==> src/rtl/tone_sweep_seq.sv <==
// Frequency-sweep sequencer feeding audio_note: walks o_freq from a start to an
// end frequency in fixed steps at a programmable tick rate, with optional repeat passes.
module tone_sweep_seq #(
  parameter int FREQ_W   = 24,
  parameter int STEP_W   = 16,
  parameter int TICK_DIV = 12000,
  parameter int RATE_W   = 8
) (
  input  logic              i_clk,
  input  logic              i_rst_n,
  input  logic              i_start,
  input  logic              i_stop,
  input  logic [FREQ_W-1:0] i_start_freq,
  input  logic [FREQ_W-1:0] i_end_freq,
  input  logic [STEP_W-1:0] i_step,
  input  logic [RATE_W-1:0] i_rate,
  input  logic [3:0]        i_repeat,
  output logic [FREQ_W-1:0] o_freq,
  output logic              o_gate,
  output logic              o_busy,
  output logic              o_done
);
  localparam int PW = (TICK_DIV > 2) ? $clog2(TICK_DIV) : 1;

  typedef enum logic {IDLE, SWEEP} state_t;
  state_t state, state_nxt;

  logic [FREQ_W-1:0] freq, start_q, end_q, next_freq;
  logic [STEP_W-1:0] step_q;
  logic [RATE_W-1:0] rate_q, rcnt;
  logic [3:0]        rep;
  logic              dir_up, done;
  logic [PW-1:0]     presc;
  logic              accept, finish, tick, rate_wrap, step_evt, at_end;
  logic [FREQ_W:0]   sum, diff;

  assign tick      = (presc == PW'(TICK_DIV - 1));
  assign rate_wrap = (rcnt == rate_q - RATE_W'(1));
  assign step_evt  = (state == SWEEP) && tick && rate_wrap;
  assign at_end    = (freq == end_q);

  // One extra bit so a step past either rail clamps to the end value instead of wrapping.
  always_comb begin
    sum  = {1'b0, freq} + (FREQ_W+1)'(step_q);
    diff = {1'b0, freq} - (FREQ_W+1)'(step_q);
    next_freq = end_q;
    if (dir_up) begin
      if (sum <= {1'b0, end_q}) next_freq = sum[FREQ_W-1:0];
    end else begin
      if (!diff[FREQ_W] && diff >= {1'b0, end_q}) next_freq = diff[FREQ_W-1:0];
    end
  end

  always_comb begin
    state_nxt = state;
    accept    = 1'b0;
    finish    = 1'b0;
    case (state)
      IDLE: if (i_start && !i_stop) begin
        accept    = 1'b1;
        state_nxt = SWEEP;
      end
      SWEEP: if (i_stop) begin
        state_nxt = IDLE;
      end else if (step_evt && at_end && rep == 4'd0) begin
        finish    = 1'b1;
        state_nxt = IDLE;
      end
      default: state_nxt = IDLE;
    endcase
  end

  always_ff @(posedge i_clk) begin
    if (!i_rst_n) state <= IDLE;
    else          state <= state_nxt;
  end

  always_ff @(posedge i_clk) begin
    if (!i_rst_n) begin
      freq    <= '0;
      start_q <= '0;
      end_q   <= '0;
      step_q  <= '0;
      rate_q  <= '0;
      rep     <= '0;
      dir_up  <= 1'b0;
      presc   <= '0;
      rcnt    <= '0;
      done    <= 1'b0;
    end else begin
      done <= finish;
      if (accept) begin
        freq    <= i_start_freq;
        start_q <= i_start_freq;
        end_q   <= i_end_freq;
        step_q  <= (i_step == '0) ? STEP_W'(1) : i_step;
        rate_q  <= (i_rate == '0) ? RATE_W'(1) : i_rate;
        rep     <= i_repeat;
        dir_up  <= (i_end_freq >= i_start_freq);
        presc   <= '0;
        rcnt    <= '0;
      end else if (state == SWEEP && state_nxt == IDLE) begin
        // Abort or completion: outputs return to their idle values.
        freq  <= '0;
        presc <= '0;
        rcnt  <= '0;
        rep   <= '0;
      end else if (state == SWEEP) begin
        presc <= tick ? '0 : presc + PW'(1);
        if (tick) rcnt <= rate_wrap ? '0 : rcnt + RATE_W'(1);
        if (step_evt) begin
          if (!at_end) begin
            freq <= next_freq;
          end else if (rep != 4'd0) begin
            freq <= start_q;
            rep  <= rep - 4'd1;
          end
        end
      end
    end
  end

  assign o_freq = freq;
  assign o_gate = (state == SWEEP);
  assign o_busy = (state == SWEEP);
  assign o_done = done;
endmodule
==> config.mk <==
export PLATFORM = sky130hd
export DESIGN_NAME = tone_sweep_seq
export DESIGN_NICKNAME = d
export VERILOG_FILES = /design/src/rtl/tone_sweep_seq.sv
export SDC_FILE = /design/constraint.sdc
export NUM_CORES = 1
export LEC_CHECK = 0
export CORE_MARGIN = 10
export CORE_UTILIZATION = 50
export CTS_CLUSTER_DIAMETER = 60
export DETAILED_ROUTE_END_ITERATION = 8
export HOLD_SLACK_MARGIN = 0.08
export PLACE_DENSITY = 0.75
export SYNTH_ARGS = -nofsm -noshare
export SYNTH_HDL_FRONTEND = slang
export SYNTH_SLANG_ARGS = --single-unit
==> constraint.sdc <==
create_clock -name i_clk -period 4.65 [get_ports i_clk]
set_input_delay 0.465 -clock i_clk [delete_from_list [all_inputs] [get_ports i_clk]]
set_output_delay 0.465 -clock i_clk [all_outputs]
set_load 0.02 [all_outputs]
# Word-level counts from Yosys, hierarchy flattened
# Cells that the tools add are included.
[classes]
n_addsub = 6
n_mul = 0
n_div = 0
order_cmp = 3
eq_ne = 4
n_shift = 0
n_mux = 25
n_bitwise = 3
reduce_logical = 22
[ops]
columns = ["operator", "n"]
rows = [
  ["2-to-1 mux 24 bit", 9],
  ["adder 24 x 16 -> 25 bit", 1],
  ["greater-or-equal comparator 25 x 24 -> 1 bit", 1],
  ["less-or-equal comparator 25 x 24 -> 1 bit", 1],
  ["subtractor 24 x 16 -> 25 bit", 1],
  ["== test 24 bit", 1],
  ["greater-or-equal comparator 24 bit", 1],
  ["2-to-1 mux 4 bit", 6],
  ["zero test 16 bit", 1],
  ["2-to-1 mux 16 bit", 1],
  ["2-to-1 mux 8 bit", 2],
  ["adder 14 x 1 -> 14 bit (second input constant)", 1],
  ["== test 14 bit (second input constant)", 1],
  ["2-to-1 mux 14 bit", 1],
  ["nonzero test 3 bit", 4],
  ["adder 8 x 1 -> 8 bit (second input constant)", 1],
  ["== test 8 bit", 1],
  ["zero test 8 bit", 1],
  ["subtractor 8 x 1 -> 8 bit (second input constant)", 1],
  ["logical AND 1 bit", 7],
  ["OR reduction 3 bit", 2],
  ["2-to-1 mux 1 bit", 5],
  ["zero test 4 bit", 1],
  ["inequality test 4 x 2 -> 1 bit (second input constant)", 1],
  ["other kinds (8)", 11],
]
[totals]
register_bits = 125
latchBits = 0
mem_bits_rw = 0
rom_bits = 0
input_bits = 80
out_inout_bits = 27
word_cells = 74
memories = 0

# Depth between registers and ports, before layout
[depth]
depth_word = 12
ltp_mapped = 22

# Worst setup path after synthesis
# Ideal clock, no wire load.
[synth_path]
kind = "register to register"
from = "reg freq[6], in the netlist o_freq[6]"
to = "reg freq[10], in the netlist o_freq[10]"
setup_ps = 117
arrival_ps = 4344
required_time_ps = 4533
slack_ps = 189
path_stages_with_launch = 21
n_path_buf = 2
cell_sequence = "dfxtp_1 -> ha_1 -> buf_2 -> nor2b_1 -> a2111oi_0 -> or4b_1 -> nand4b_1 -> a31oi_1 -> o21ai_1 -> nor3_1 -> or2_2 -> ha_1 -> nand4_1 -> nor2_1 -> and3_1 -> a21oi_1 -> nor3b_1 -> buf_2 -> mux2i_1 -> a211o_1 -> a22o_1"
[synth_via]
elab_chain_cells = 10
elab_cells_between_ends = 26
cone_classes = "add/sub: 2; order compare: 2; eq/ne: 2; mux: 11; bitwise: 1; reduce/logical: 8"
[synth_lines]
columns = ["item", "line", "rtl"]
rows = [
  ["from (decl)", "28", "logic [FREQ_W-1:0] freq, start_q, end_q, next_freq;"],
  ["from (signal assigned)", "93", "freq <= i_start_freq;"],
  ["from (signal assigned)", "113", "freq <= next_freq;"],
  ["from (signal assigned)", "115", "freq <= start_q;"],
  ["subtractor 24 x 16 -> 25 bit or == test 24 bit (tied branches)", "45, 40", ""],
  ["greater-or-equal comparator 25 x 24 -> 1 bit, or another cell as far along", "50", "if (!diff[FREQ_W] && diff >= {1'b0, end_q}) next_freq = diff[FREQ_W-1:0];"],
  ["logical AND 1 bit, on equally long branches", "50, 65", ""],
  ["2-to-1 mux 24 bit or 2-to-1 mux 1 bit (tied branches)", "50, 65", ""],
  ["2-to-1 mux 24 bit or 2-to-1 mux 1 bit (tied branches)", "47, 63", ""],
  ["2-to-1 mux 24 bit or case mux 1 bit (2 select lines) (tied branches)", "112, 58", ""],
  ["2-to-1 mux 24 bit or NOT 1 bit (tied branches)", "111, 102", ""],
  ["2-to-1 mux 24 bit or logical AND 1 bit (tied branches)", "108, 102", ""],
  ["2-to-1 mux 24 bit, or another cell as far along", "102", "end else if (state == SWEEP && state_nxt == IDLE) begin"],
  ["2-to-1 mux 24 bit or AND reduction 3 bit (tied branches)", "-", ""],
]
# Several ways; a longest one is shown, not always the timed one. The select of a mux whose other input is x is not followed.
# A chain may end at the register's enable or synchronous reset.

# Worst setup path after layout
[layout_path]
from = "reg freq[0], in the netlist o_freq[0]"
to = "reg freq[3], in the netlist o_freq[3]"
# Same word-level chain as after synthesis.

==> results.yml <==
status:
  run_status: "completed"
timing:
  fmax_ghz: 0.215
  timing.final.setup_violations: 0
  clock_skew_ps: 12.5
  worst_pin_slew_ps: 988
  hold_ws_ps: 462
  relSlewSlack: 0.342
  layout_setup_ws_ps: 5.76
  final.min_clock_period_ps: 4640
  finalHoldViolCount: 0
  post-route-period-util: 0.999
  maxSlewViolCount: 0
  unrepaired_setup_endpoints_after_global_routing: "yes"
worst_setup_path:
  timing.critical_path.to_type: "flip-flop"
  cp_top_family: "compound AO/OA/AOI/OAI gates"
  worst-endpoint-arrival_ps: 4970
  critical-path-top-cell-by-count: "sky130_fd_sc_hd__a211oi_2"
  critical_path.slowest_cell: "sky130_fd_sc_hd__o41ai_1"
  kind_of_start_point_of_the_critical_path: "flip-flop"
  critPathKind: "reg2reg"
  critical_path.n_buffers_inverters: 5
  critical-path-max-stage-delay_ps: 690
  crit_chain: "inv_4 > ha_4 > fa_2 > nor2b_2 > o31a_1 > buf_4 > o21a_1 > nor2_1 > xnor2_1 > ha_1 > a22o_1 > o41ai_1 > a211oi_2 > buf_4 > o22ai_4 > buf_6 > nor2_4 > nor2_8 > buf_6 > a211oi_2 > a211oi_2"
  critical_path_required_ps: 4970
  crit_path_max_fanout: 8
hold_path:
  holdCritPathClass: "reg2reg"
floorplan:
  floorplan.core_area_um2: 19500
  design.die.area_um2: 26000
  dieWidth_um: 161
  initial_core_utilization: 0.511
  die_ht_um: 161
  row_count: 51
  floorplan.io_pins: 107
yosys:
  post_synthesis_area_per_instance_um2: 7.73
  synth_simple_gate_area_frac: 0.197
  ys_warn_count: 0
  netlist.top_cell.by_area: "sky130_fd_sc_hd__dfxtp_1"
  synth.area.top_cells: "sky130_fd_sc_hd__dfxtp_1, sky130_fd_sc_hd__ha_1, sky130_fd_sc_hd__nand2_1, sky130_fd_sc_hd__a21boi_0, sky130_fd_sc_hd__xnor2_1"
  compound_cell_area_share_of_the_yosys_netlist: 0.265
  synthAdderAreaFrac: 0.139
  post_synth_most_frequent_cells: "sky130_fd_sc_hd__nand2_1, sky130_fd_sc_hd__dfxtp_1, sky130_fd_sc_hd__ha_1"
  synth_seq_cells: 125
  main_combinational_cell_family_by_area_after_synthesis: "compound AO/OA/AOI/OAI gates"
  synth_seq_area_share: 0.251
  synth_xor_area_frac: 0.0803
  synth_async_sr_flop_share: 0
  muxShareOfSynthArea: 0.00301
  yosys_top_cell_area_share: 0.251
  synth.distinct_cells: 80
  netlist_area_before_placement_um2: 9980
  synthCells: 1291
  synth_most_common_cell: "sky130_fd_sc_hd__nand2_1"
  syn-num-nets: 1481
  yosys_most_used_dff: "sky130_fd_sc_hd__dfxtp_1"
  synth_edf_count: 0
placement:
  place.port_buffers: 106
  dp_slack_ps: -191
  place_congestion: 0.996
  place.detailed.hpwl_mm: 25.6
clock_network:
  cts_buffers: 17
  clkLatencyLatePin_ps: 430
  htree_num_levels: 4
  clock_tree.buffer_depth: 2
  cts.clk_slew.worst_paths_ps: 60
  tritoncts_clock_tree: "built"
  cts-root-buf: "sky130_fd_sc_hd__clkbuf_16"
  clock_sinks: 125
finish:
  num-fill-cells: 1689
  post_route_cells_drive_above_1_share: 0.165
  insertedDiodeCount: 0
  post-route-util: 0.672
  area_delta_synth_final_pct: 31.5
  area.sequential_um2: 2520
  layout.nets: 1648
  area_of_the_multi_input_gates_um2: 7370
route:
  route.final.wire_length_mm: 34.3
  vias_per_cell: 5.89
  routed_vias: 10200
  drt_iter0_markers: 903
  drc: 0
  final_antenna_net_count: 0
  wire_per_inst_um: 19.8
  drtPass1Iterations: 5
run:
  drv.max_cap_violation_count: 0
global_routing:
  globalRouteTotalUtil: 0.246
  antenna_found_initial: 0
  grt_pass1_vias: 9935
  global_route.overflow_total: 0
  grt_pass1_wl_mm: 51.9
  pin_count_of_the_biggest_net_entering_global_routing: 83
pwr:
  powerDensity_nw_per_um2: 431
  p_total_mw: 5.65
  vdd.ir_drop.worst_v: 0.000328
  leakage_nw: 5.34
## placed cells by master, fill, tap and decap left out, types with 10 or more instances in the layout
cell                              netlist  routed
sky130_fd_sc_hd__o21ai_0               75      68
sky130_fd_sc_hd__nor3_1                21      18
sky130_fd_sc_hd__nand2b_1              12      11
sky130_fd_sc_hd__nand2_1              198     197
sky130_fd_sc_hd__a21oi_1               67      59
sky130_fd_sc_hd__clkdlybuf4s50_1        0     105
sky130_fd_sc_hd__nand3_1               15      14
sky130_fd_sc_hd__nor2b_1               16      14
sky130_fd_sc_hd__xor2_1                43      43
sky130_fd_sc_hd__dfxtp_1              125     116
sky130_fd_sc_hd__and3_1                11      11
sky130_fd_sc_hd__ha_1                 108      97
sky130_fd_sc_hd__a21boi_0              81      78
sky130_fd_sc_hd__xnor2_1               46      41
sky130_fd_sc_hd__nor4_1                16      14
sky130_fd_sc_hd__nor2_1                73      71
sky130_fd_sc_hd__a31oi_1               11      10
sky130_fd_sc_hd__inv_1                 99      93
sky130_fd_sc_hd__buf_4                  4      96
sky130_fd_sc_hd__a21o_1                23      23
sky130_fd_sc_hd__nand4_1               18      18
sky130_fd_sc_hd__clkbuf_16              0      19
## timing repair
item                                   4_1_cts  5_1_grt
setup buffers                                8       14
pin swaps                                   12       44
hold buffers                                 0        0
cloned                                       2        2
endpoints found under the hold margin        0        0
gates resized for setup                     14      111
setup endpoints to repair                   23       24
## routing by layer
layer  part of all wire  track usage  wire length (um)
met5                  0            0                 0
met2               0.48        0.406             16300
met1               0.42        0.309             14300
met3              0.074       0.0414              2540
met4              0.032        0.104              1100
## cells by family after synthesis
kind of cell,after synthesis
AO/OA/AOI/OAI,382
XOR/XNOR,90
adder cells (fa/ha/maj),110
buffers and inverters,164
flip-flops,125
multiplexers,3
AND/OR/NAND/NOR,417
## sequential cells by signal (all words and copies together) (netlist names), 4 cells and up
| register | count |
|---|---|
| end_q | 24 |
| o_freq | 24 |
| start_q | 24 |
| step_q | 16 |
| presc | 14 |
| rate_q | 8 |
| rcnt | 8 |
| rep | 4 |
## worst paths after layout
check / start / endpoint / slack, ps / depth (start not counted)
worst max-delay path: o_freq[0]$_SDFFE_PN0P_ / o_freq[3]$_SDFFE_PN0P_ / 6 / 21
worst min-delay path: start_q[7]$_SDFFE_PN0P_ / start_q[7]$_SDFFE_PN0P_ / 460 / 2
worst max register to register: o_freq[0]$_SDFFE_PN0P_ / o_freq[3]$_SDFFE_PN0P_ / 6 / 21
worst min register to register: start_q[7]$_SDFFE_PN0P_ / start_q[7]$_SDFFE_PN0P_ / 460 / 2
## report_power, final
group,total (mW),internal (mW),switching [mW]
clock,1.35,0.778,0.571
combinational,3.07,1.42,1.65
sequential,1.23,1.14,0.0940
## layout make-up
class,instances,share of cell area
Sequential cell,125,0.192
Clock buffer,19,0.0345
Timing Repair Buffer,211,0.148
Inverter,99,0.0287
Clock inverter,13,0.0100
Multi-Input combinational cell,1004,0.562
Tap cell,265,0.0253
## worst reg2reg max path, stage by stage, from the launching register on
cell and delay, ps:
sky130_fd_sc_hd__dfxtp_4 380, sky130_fd_sc_hd__inv_4 40, sky130_fd_sc_hd__ha_4 160, sky130_fd_sc_hd__fa_2 380, sky130_fd_sc_hd__nor2b_2 140, sky130_fd_sc_hd__o31a_1 190
sky130_fd_sc_hd__buf_4 140, sky130_fd_sc_hd__o21a_1 100, sky130_fd_sc_hd__nor2_1 40, sky130_fd_sc_hd__xnor2_1 210, sky130_fd_sc_hd__ha_1 310, sky130_fd_sc_hd__a22o_1 240
sky130_fd_sc_hd__o41ai_1 690, sky130_fd_sc_hd__a211oi_2 170, sky130_fd_sc_hd__buf_4 180, sky130_fd_sc_hd__o22ai_4 220, sky130_fd_sc_hd__buf_6 170, sky130_fd_sc_hd__nor2_4 70
sky130_fd_sc_hd__nor2_8 260, sky130_fd_sc_hd__buf_6 130, sky130_fd_sc_hd__a211oi_2 60, sky130_fd_sc_hd__a211oi_2 270
## through the flow
step                      setup TNS, ps  area (um2)  instances
after floorplan                       0        9980       1291
after global placement            -74.1       11800       1681
after detailed placement          -2110       11800       1681
after CTS                         -1.06       12500       1723
after global routing              -2610       13100       1736
final                                 0       13100       1736
No activity file was read; power rests on OpenSTA's default activity.
